**src/rtl/datapath_run_controller.sv**
```systemverilog
// Execution sequencer for the single-cycle RISC-V datapath: gates per-cycle
// retirement, drives datapath reset, and reports stop cause and retire count.
module datapath_run_controller #(
  parameter int unsigned PC_WIDTH    = 32,
  parameter int unsigned COUNT_WIDTH = 16,
  parameter logic [31:0] HALT_INSTR  = 32'h00000000
) (
  input  logic                   clock,
  input  logic                   reset,
  input  logic                   cmd_valid,
  output logic                   cmd_ready,
  input  logic [1:0]             cmd_op,
  input  logic [COUNT_WIDTH-1:0] step_count,
  input  logic                   bp_enable,
  input  logic [PC_WIDTH-1:0]    bp_addr,
  input  logic [PC_WIDTH-1:0]    pc,
  input  logic [31:0]            instruction,
  output logic                   dp_enable,
  output logic                   dp_reset,
  output logic [1:0]             state,
  output logic [COUNT_WIDTH-1:0] cycles_retired,
  output logic [1:0]             halt_cause,
  output logic                   done
);

  localparam logic [1:0] ST_INIT = 2'b00;
  localparam logic [1:0] ST_IDLE = 2'b01;
  localparam logic [1:0] ST_RUN  = 2'b10;
  localparam logic [1:0] ST_STEP = 2'b11;

  localparam logic [1:0] OP_RESTART = 2'b00;
  localparam logic [1:0] OP_RUN     = 2'b01;
  localparam logic [1:0] OP_STEP    = 2'b10;
  localparam logic [1:0] OP_HALT    = 2'b11;

  localparam logic [1:0] CAUSE_HOST  = 2'd0;
  localparam logic [1:0] CAUSE_STEPS = 2'd1;
  localparam logic [1:0] CAUSE_HALT  = 2'd2;
  localparam logic [1:0] CAUSE_BP    = 2'd3;

  logic [1:0]             state_q;
  logic                   first_q;
  logic [COUNT_WIDTH-1:0] remaining_q;
  logic [COUNT_WIDTH-1:0] count_q;
  logic [1:0]             cause_q;
  logic                   done_q;

  logic       active;
  logic       accept;
  logic       hi;
  logic       bp;
  logic       host_halt;
  logic       steps_out;
  logic       stop;
  logic       zero_step;
  logic [1:0] stop_cause;

  assign state          = state_q;
  assign cycles_retired = count_q;
  assign halt_cause     = cause_q;
  assign done           = done_q;

  always_comb begin
    active    = (state_q == ST_RUN) || (state_q == ST_STEP);
    cmd_ready = (state_q != ST_INIT);
    dp_reset  = (state_q == ST_INIT);
    accept    = cmd_valid & cmd_ready;
    hi        = (instruction == HALT_INSTR);
    // first suppresses the breakpoint so a resume can leave a breakpoint PC
    bp        = bp_enable & (pc == bp_addr) & ~first_q;
    dp_enable = active & ~hi & ~bp;
    // a host halt leaves dp_enable alone: the current instruction still retires
    host_halt = active & accept & (cmd_op == OP_HALT);
    steps_out = (state_q == ST_STEP) & (remaining_q == COUNT_WIDTH'(1)) & dp_enable;
    stop      = active & (hi | bp | host_halt | steps_out);
    zero_step = (state_q == ST_IDLE) & accept & (cmd_op == OP_STEP) &
                (step_count == '0);

    if (hi)             stop_cause = CAUSE_HALT;
    else if (bp)        stop_cause = CAUSE_BP;
    else if (host_halt) stop_cause = CAUSE_HOST;
    else                stop_cause = CAUSE_STEPS;
  end

  always_ff @(posedge clock or negedge reset) begin
    if (!reset) begin
      state_q     <= ST_INIT;
      first_q     <= 1'b0;
      remaining_q <= '0;
      count_q     <= '0;
      cause_q     <= CAUSE_HOST;
      done_q      <= 1'b0;
    end else begin
      done_q <= stop | zero_step;
      if (zero_step)
        cause_q <= CAUSE_STEPS;
      else if (stop)
        cause_q <= stop_cause;

      if (dp_enable && (count_q != '1))
        count_q <= count_q + COUNT_WIDTH'(1);

      case (state_q)
        ST_INIT: state_q <= ST_IDLE;
        ST_IDLE: begin
          if (accept) begin
            case (cmd_op)
              OP_RESTART: begin
                state_q <= ST_INIT;
                count_q <= '0;
              end
              OP_RUN: begin
                state_q <= ST_RUN;
                first_q <= 1'b1;
              end
              OP_STEP: begin
                if (step_count != '0) begin
                  state_q     <= ST_STEP;
                  remaining_q <= step_count;
                  first_q     <= 1'b1;
                end
              end
              default: ;
            endcase
          end
        end
        default: begin
          first_q <= 1'b0;
          if ((state_q == ST_STEP) && dp_enable)
            remaining_q <= remaining_q - COUNT_WIDTH'(1);
          if (stop)
            state_q <= ST_IDLE;
        end
      endcase
    end
  end

endmodule

```
**config.mk**
```make
export PLATFORM = sky130hd
export DESIGN_NAME = datapath_run_controller
export DESIGN_NICKNAME = d
export VERILOG_FILES = /design/src/rtl/datapath_run_controller.sv
export SDC_FILE = /design/constraint.sdc
export NUM_CORES = 1
export LEC_CHECK = 0
export ABC_AREA = 1
export CAP_MARGIN = 10
export CORE_MARGIN = 3
export CORE_UTILIZATION = 40
export DETAILED_ROUTE_END_ITERATION = 6
export PLACE_DENSITY = 0.79
export SKIP_CTS_REPAIR_TIMING = 1
export SYNTH_ARGS = -nofsm -noshare
export SYNTH_HDL_FRONTEND = slang
export SYNTH_SLANG_ARGS = --single-unit
```
**constraint.sdc**
```tcl
create_clock -name clock -period 1.6 [get_ports clock]
set_input_delay 0.24 -clock clock [delete_from_list [all_inputs] [get_ports clock]]
set_output_delay 0.24 -clock clock [all_outputs]
set_load 0.005 [all_outputs]
```
Word-level counts from Yosys, hierarchy flattened
Cells that the tools add are included.

storage, ports and cells
  register bits after elaboration = 38
  logic and storage cells = 82
  output and inout bits = 24
  input bits = 118

cells by class
  eq/ne operators = 15
  reduce and logical (&&, ||, !) cells = 15
  add/subtract/negate cells = 2
  mux-type cells = 23
  bitwise gates (word level) = 21

operators with widths
  cell                                                   number
  two-way mux 16 bit                                     8
  equality test 32 bit                                   1
  logical NOT 32 bit                                     1
  one-hot mux 16 bit (2 select lines)                    1
  adder 16 x 1 -> 16 bit, second input constant          1
  equality test 16 x 1 -> 1 bit, second input constant   1
  logical NOT 16 bit                                     1
  inequality test 16 bit, second input constant          1
  nonzero test 16 bit                                    1
  subtractor 16 x 1 -> 16 bit, second input constant     1
  two-way mux 2 bit                                      7
  AND 1 bit                                              13
  equality test 2 bit, second input constant             4
  AND reduction 4 bit                                    2
  one-hot mux 2 bit (3 select lines)                     1
  nonzero test 2 bit                                     3
  AND reduction 5 bit                                    1
  equality test 2 x 1 -> 1 bit, second input constant    2
  logical NOT 2 bit                                      2
  inequality test 2 x 1 -> 1 bit, second input constant  2
  inequality test 4 x 1 -> 1 bit, second input constant  1
  NOT 1 bit                                              4
  OR 1 bit                                               4
  one-hot mux 1 bit (2 select lines)                     2
  8 further kinds                                        11

Logic depth before layout (Yosys ltp)
Gate-level depths: netlist (run 1).

  word-level depth = 10
  depth in mapped cells = 16
  mapped depth without buffers = 15

Worst setup path after synthesis (run 1)
Ideal clock, no wire load.

  path kind = reg-to-reg
  start = reg count_q[0] (netlist: cycles_retired[0])
  end = reg count_q[10] (netlist: cycles_retired[10])
  path buffers = 1
  data arrival time = 1.616 ns
  cell stages (with the launch flop) = 8
  path slack = -0.143 ns
  path through = dfrtp_1 > ha_1 > nand3_1 > nor3_2 > nand4_2 > buf_2 > nand3b_1 > a21oi_2

on the way
  word-level cells in the longest chain between the ends = 6
  elaborated cells between the ends (all ways) = 7
  those cells by class = 1 x add/sub; 1 x eq/ne; 4 x mux; 1 x reduce/logical

RTL lines
  element                                                                         line  text
  start: declaration                                                              44    logic [COUNT_WIDTH-1:0] count_q;
  start signal: assignment                                                        101   count_q <= count_q + COUNT_WIDTH'(1);
  parallel branches: the longest is 2 deep, another holds adder 16 x 1 -> 16 bit  n/a
  two-way mux 16 bit *                                                            100   if (dp_enable && (count_q != '1))
  two-way mux 16 bit                                                              107   case (cmd_op)
  two-way mux 16 bit                                                              106   if (accept) begin
  two-way mux 16 bit *                                                            103   case (state_q)

Every way passes the cells marked *.
A chain may end at the register's enable or synchronous reset.

Worst setup path after layout (run 1)
  start = in pc[24]
  end = out dp_enable

on the way
  word-level cells in the longest chain between the ends = 5

RTL lines
  element                  line  text
  start: declaration       16    input logic [PC_WIDTH-1:0] pc,
  equality test 32 bit     70    bp = bp_enable & (pc == bp_addr) & ~first_q;
  AND 1 bit (2 in series)  70
  NOT 1 bit                71    dp_enable = active & ~hi & ~bp;
  AND 1 bit                71
  end: declaration         18    output logic dp_enable,

Every way passes these cells.

==> results of run 1 <==
## through the flow
stage	cells	hold slack [ns]	utilization (%)
3_3_place_gp	846	0.3292	68.75
4_1_cts	854	0.01053	70.48
5_1_grt	870	0.02563	78.60
3_5_place_dp	846	0.3326	68.75
2_1_floorplan	536	-0.05559	-
6_report	871	-0.01152	78.63
## flip-flops by register name (all words and copies together), names as in the netlist
signal / cells
first_q: 1
done: 1
cycles_retired: 16
halt_cause: 2
state: 2
remaining_q: 16
## cells by family (layout without fill, tap and decap cells)
group           count (synthesis)  after routing  synth area share [%]
simple gates                  298            299                 39.24
buf+inv                       107            338                 13.11
compound gates                 62             62                 10.66
flops                          38             38                 28.14
xor+xnor                       23             23                 5.961
fa+ha+maj                       7              7                 2.592
mux                             1              1                0.2962
other cells                     0              1                     0
## worst register-to-register path: stages (launching register included)
cell and delay [ns]:
dfrtp_1 0.37, inv_2 0.06, nand3_2 0.10, nor2_2 0.09, nand2_1 0.06, nor2_1 0.13
nand3_1 0.13, and2_4 0.20, buf_4 0.21, nand2_4 0.15, nand2_1 0.09, a21oi_2 0.12
## area by class of cell
type / instances / area, um2
timing repair buffer: 235 / 2461
antenna: 1 / 2.502
inverter: 95 / 356.6
tap: 102 / 127.6
clock buffer: 5 / 68.82
fill: 518 / 1703
sequential: 38 / 952.2
multi-input combinational: 392 / 2227
clock inverter: 3 / 68.82
## where the power goes
group / switching (mW) / internal [mW] / total, mW
Combinational: 2.15 / 2.16 / 4.31
Clock: 0.388 / 0.625 / 1.01
Sequential: 0.282 / 1.28 / 1.57
Total: 2.82 / 4.07 / 6.89
## layer usage
layer	up-vias	wire length [um]	global-route usage (%)
li1	2163	-	-
met3	41	833	4.429
met2	200	7283	40.84
met1	2172	5176	27.84
met5	-	0	0
met4	0	378	6.603
## final timing paths
kind | slack, ns | cells after the start | start | endpoint
max | -0.20 | 7 | pc[24] | dp_enable
min | -0.01 | 2 | reset | cycles_retired[4]
max in group asynchronous | 1.20 | 2 | reset | state[0]
min reg2reg | 0.50 | 2 | halt_cause[0] | halt_cause[0]
min in group clock | 0.46 | 5 | step_count[1] | remaining_q[1]
max reg2reg | -0.19 | 11 | first_q | cycles_retired[11]
## cells in the final DEF (no fill, tap or decap), drive strengths merged, types with 2 or more instances in the layout
cell | Yosys | routed
nand2 | 139 | 140
dlymetal6s2s | 0 | 95
inv | 95 | 95
buf | 10 | 94
nor2 | 75 | 75
clkdlybuf4s50 | 0 | 44
dfrtp | 38 | 38
nand3 | 38 | 38
o21ai | 33 | 33
a21oi | 22 | 22
nand4 | 20 | 20
xnor2 | 14 | 14
nor3 | 10 | 10
xor2 | 9 | 9
nand3b | 9 | 9
clkbuf | 2 | 7
ha | 7 | 7
nor4 | 3 | 3
o22ai | 3 | 3
or2 | 2 | 2
bufinv | 0 | 2
a21boi | 2 | 2
==> run_results.csv, run 1 <==
group,metric,value,unit
grt,grt_pass1_wl,18350,um
timing,post-route-period-util,112.8,%
synth,netlist_area,0.003379,mm2
timing,clock.fmax,0.5542,GHz
job,maxCapViolations,0,
die,die_area,0.009587,mm2
synth,yosysWarnings,0,
worst_hold_path,hold_class,"in2async",
layout,drive_above_1_share,23.44,%
timing,finalCriticalPeriod,1.804,ns
clocking,clockRootBuffer,"clkbuf_8",
clocking,clk_path_buf_depth,2,
grt,antenna_found_initial,0,
worst_setup_path,max_stage_delay,0.51,ns
worst_setup_path,critPathLaunchType,"input port",
timing,setup_violations,36,
synth,syn-mean-instance-area,6.305,um2
drt,remaining_drc_errors,0,
timing,timing.final.ws_setup,-0.2043,ns
grt,grt_remaining_overflow,0,
drt,routed_wl,13670,um
grt,grt_max_degree,39,
placement,post-place-ws,-0.6056,ns
placement,io_buffers,141,
die,die_y,97.92,um
die,io_pins,142,
die,start_util,42.42,%
placement,place_area,0.005478,mm2
timing,maxSlewViolCount,0,
clocking,cts_buffers,5,
drt,wl_per_cell,15.70,um
clocking,clkSlewWorstSetupHoldPaths,0.08,ns
drt,firstDrtPassIters,5,
drt,viasPerCell,5.254,
clocking,cts.sinks,38,
placement,place.gp.congestion,0.9252,
worst_setup_path,end_kind,"primary output",
layout,final_area,0.006265,mm2
timing,slew_headroom,65.12,%
pwr,peakVddDrop,1074,uV
die,die_x,97.92,um
worst_setup_path,critPathBufInv,2,
timing,whs,-0.01152,ns
worst_setup_path,crit_chain,"clkdlybuf4s50_1, xnor2_1, nand3_1, nor2_1, nand3_1, and2_4, buf_6",
pwr,power.density,1100,mW/mm2
synth,async_reset_ff_share,100.0,%
worst_setup_path,critPathKind,"in2out",
drt,drtIter0Drc,221,
status,violations,"negative hold slack, negative setup slack",
die,row_count,32,
drt,antenna_left,0,
synth,synth.distinct_cells,37,
worst_setup_path,arrival,1.56,ns
placement,dp_hpwl,9086,um
timing,rsz0062_at_grt,"true",
worst_setup_path,crit_top_cell,"nand3_1",
synth,post-synth-top-count-cell,"nand2_1",
grt,track_usage,22.87,%
synth,synth_edf_count,0,
synth,yosys-top-cells-area,"dfrtp_1, nand2_1, inv_1, nor2_1, nand3_1",
synth,ys_seq_elements,38,
clocking,htreeDepth,2,
synth,yosysTopAreaCellShare,28.14,%
drt,routed-via-count,4576,
layout,synthToLayoutAreaGrowth,85.38,%
worst_setup_path,critPathSlowestCell,"clkdlybuf4s50_1",
synth,syn_nets,661,
timing,finalHoldViolCount,9,
timing,setup_tns,-5.041,ns
synth,synthCells,536,
layout,finalNetCount,892,
clocking,tritoncts,"yes",
synth,yosys-top-cells-count,"nand2_1, inv_1, nor2_1",
pwr,leakage,3.835,nW
die,coreArea,0.007968,mm2
pwr,power,6.890,mW
synth,yosysTopAreaCell,"dfrtp_1",
synth,seq_area_frac_synth,28.14,%
timing,tightest_slew,0.5232,ns
grt,grt_pass1_vias,4127,
clocking,insertion_delay,0.30,ns
worst_setup_path,critPathMaxFanout,2,
timing,skew,0.01296,ns
synth,synthFlopType,"dfrtp_1",
worst_setup_path,crit_required,1.36,ns
status,outcome,"finished with violations",
worst_setup_path,cpLargestDelayFamily,"buffers and inverters",
(Power assumes the default switching activity.)
==> run 2, diff against run 1 <==
CORE_UTILIZATION = 44   (was 40)
PLACE_DENSITY = 0.9   (was 0.79)
clock period = 1.9 ns   (was 1.6 ns; I/O delays follow)
==> run 2 against run 1 <==
Against the previous run: the run now ends clean; critical path depth is the same; final area is 12% lower; global-route usage is 1.7 points higher; utilization decreased by 4.1 points; largest cell class is now multi-input combinational cells.
==> run_results.csv, run 2 (synthesis results as in run 1) <==
group,metric,value,unit
grt,antenna_found_initial,0,
job,maxCapViolations,0,
drt,remaining_drc_errors,0,
worst_setup_path,r2r_slack,0.10,ns
timing,maxSlewViolCount,0,
layout,n_antenna_cell,0,
die,coreArea,0.007370,mm2
timing,rsz0062_at_grt,"true",
drt,routed-via-count,4192,
timing,clock.fmax,0.5356,GHz
grt,grt_max_degree,39,
clocking,tritoncts,"yes",
drt,routed_wl,11890,um
timing,skew,0.008590,ns
clocking,cts.sinks,38,
drt,antenna_left,0,
clocking,cts_buffers,5,
status,outcome,"completed",
clocking,clkSlewWorstSetupHoldPaths,0.08,ns
pwr,power.density,870.5,mW/mm2
die,die_x,93.64,um
grt,grt_remaining_overflow,0,
worst_setup_path,crit_required,1.62,ns
placement,place_area,0.005074,mm2
die,io_pins,142,
clocking,clockRootBuffer,"clkbuf_8",
drt,wl_per_cell,14.75,um
placement,io_buffers,141,
layout,final_area,0.005495,mm2
clocking,insertion_delay,0.31,ns
layout,final_common_cell,"nand2_1",
die,die_y,93.64,um
layout,synthToLayoutAreaGrowth,62.61,%
clocking,clk_path_buf_depth,2,
worst_setup_path,arrival,1.58,ns
layout,layoutNonFillerInstCount,806,
timing,finalHoldViolCount,0,
timing,slew_headroom,57.16,%
grt,grt_pass1_vias,3964,
placement,place.gp.congestion,0.9347,
drt,viasPerCell,5.201,
die,row_count,31,
timing,tightest_slew,0.6419,ns
clocking,htreeDepth,2,
pwr,leakage,3.208,nW
layout,drive_above_1_share,13.30,%
pwr,peakVddDrop,725.8,uV
worst_setup_path,critPathLaunchType,"input port",
worst_setup_path,critPathMaxFanout,2,
timing,finalCriticalPeriod,1.867,ns
timing,setup_violations,0,
worst_setup_path,end_kind,"primary output",
worst_setup_path,critPathKind,"in2out",
die,die_area,0.008768,mm2
drt,firstDrtPassIters,5,
grt,track_usage,24.52,%
grt,grt_pass1_wl,17250,um
worst_hold_path,hold_class,"in2async",
placement,post-place-cells,795,
die,start_util,45.86,%
placement,dp_hpwl,8694,um
drt,drtIter0Drc,293,
timing,post-route-period-util,98.26,%
layout,layout_common_cells,"nand2_1, inv_1, dlymetal6s2s_1, clkdlybuf4s50_1, nor2_1",
layout,finalNetCount,831,
## run 2: changes by cell type in the layout (fill, tap and decap cells not counted), sizes merged
cell	before	now
diode	1	0
clkbuf	7	8
clkinvlp	0	1
buf	94	33
bufinv	2	0
clkdlybuf4s50	44	66
dlymetal6s2s	95	74
nand2	140	139
## run 2: worst paths after layout
path,start,endpoint,cells past startpoint
setup reg to reg,remaining_q[0],remaining_q[14],11
setup / recovery,bp_addr[14],dp_enable,7
hold reg to reg,halt_cause[0],halt_cause[0],2
hold / removal,reset,cycles_retired[3],2
max in group asynchronous,reset,remaining_q[0],2
min in group clock,halt_cause[0],halt_cause[0],2
## run 2: stage by stage
step                      power (mW)  utilization [%]  setup WS, ns  setup TNS (ns)  hold slack [ns]
final                          4.783            74.57       0.03307               0           0.4151
after global placement         3.756            68.85       -0.3813          -9.188           0.4691
after CTS                      4.481            70.14       -0.4310         -0.8271           0.4322
after global routing           5.168            74.57      -0.03172         -0.1184           0.4518
after floorplan                2.830                -        0.1565               0         -0.01059
after detailed placement       3.864            68.85       -0.4181          -11.64           0.4700
## run 2: final cells by class
cell class | instances | area (um2)
clock inverter | 2 | 12.51
tap | 99 | 123.9
clock buffer | 6 | 82.58
inverter | 95 | 356.6
multi-input combinational | 391 | 2067
timing repair buffer | 175 | 1901
fill | 517 | 1874
sequential | 38 | 952.2
## run 2: critical path, stage by stage
cell	delay (ns)
clkdlybuf4s50_1	0.50
xnor2_2	0.13
nand4_1	0.13
nor2_2	0.14
nand3_2	0.09
and2_4	0.18
buf_6	0.11
## run 2: power by group
group          total [mW]  switching (mW)  internal (mW)  leakage, nW
Sequential           1.35           0.269           1.08        0.490
Combinational        2.83            1.49           1.34         2.67
Clock               0.607           0.315          0.292       0.0472
## run 2: per-layer routing
metal	GRT usage [%]	vias up	wire [um]
met2	45.98	208	6395
met4	9.507	0	404
met5	0	-	0
met3	3.057	45	806
met1	28.01	1905	4279
li1	-	2034	-
==> run 3, diff against run 2 <==
SLEW_MARGIN = 20   (was default)
==> results of run 3 <==
Final layout, timing and power as in run 2 (identical DEF).
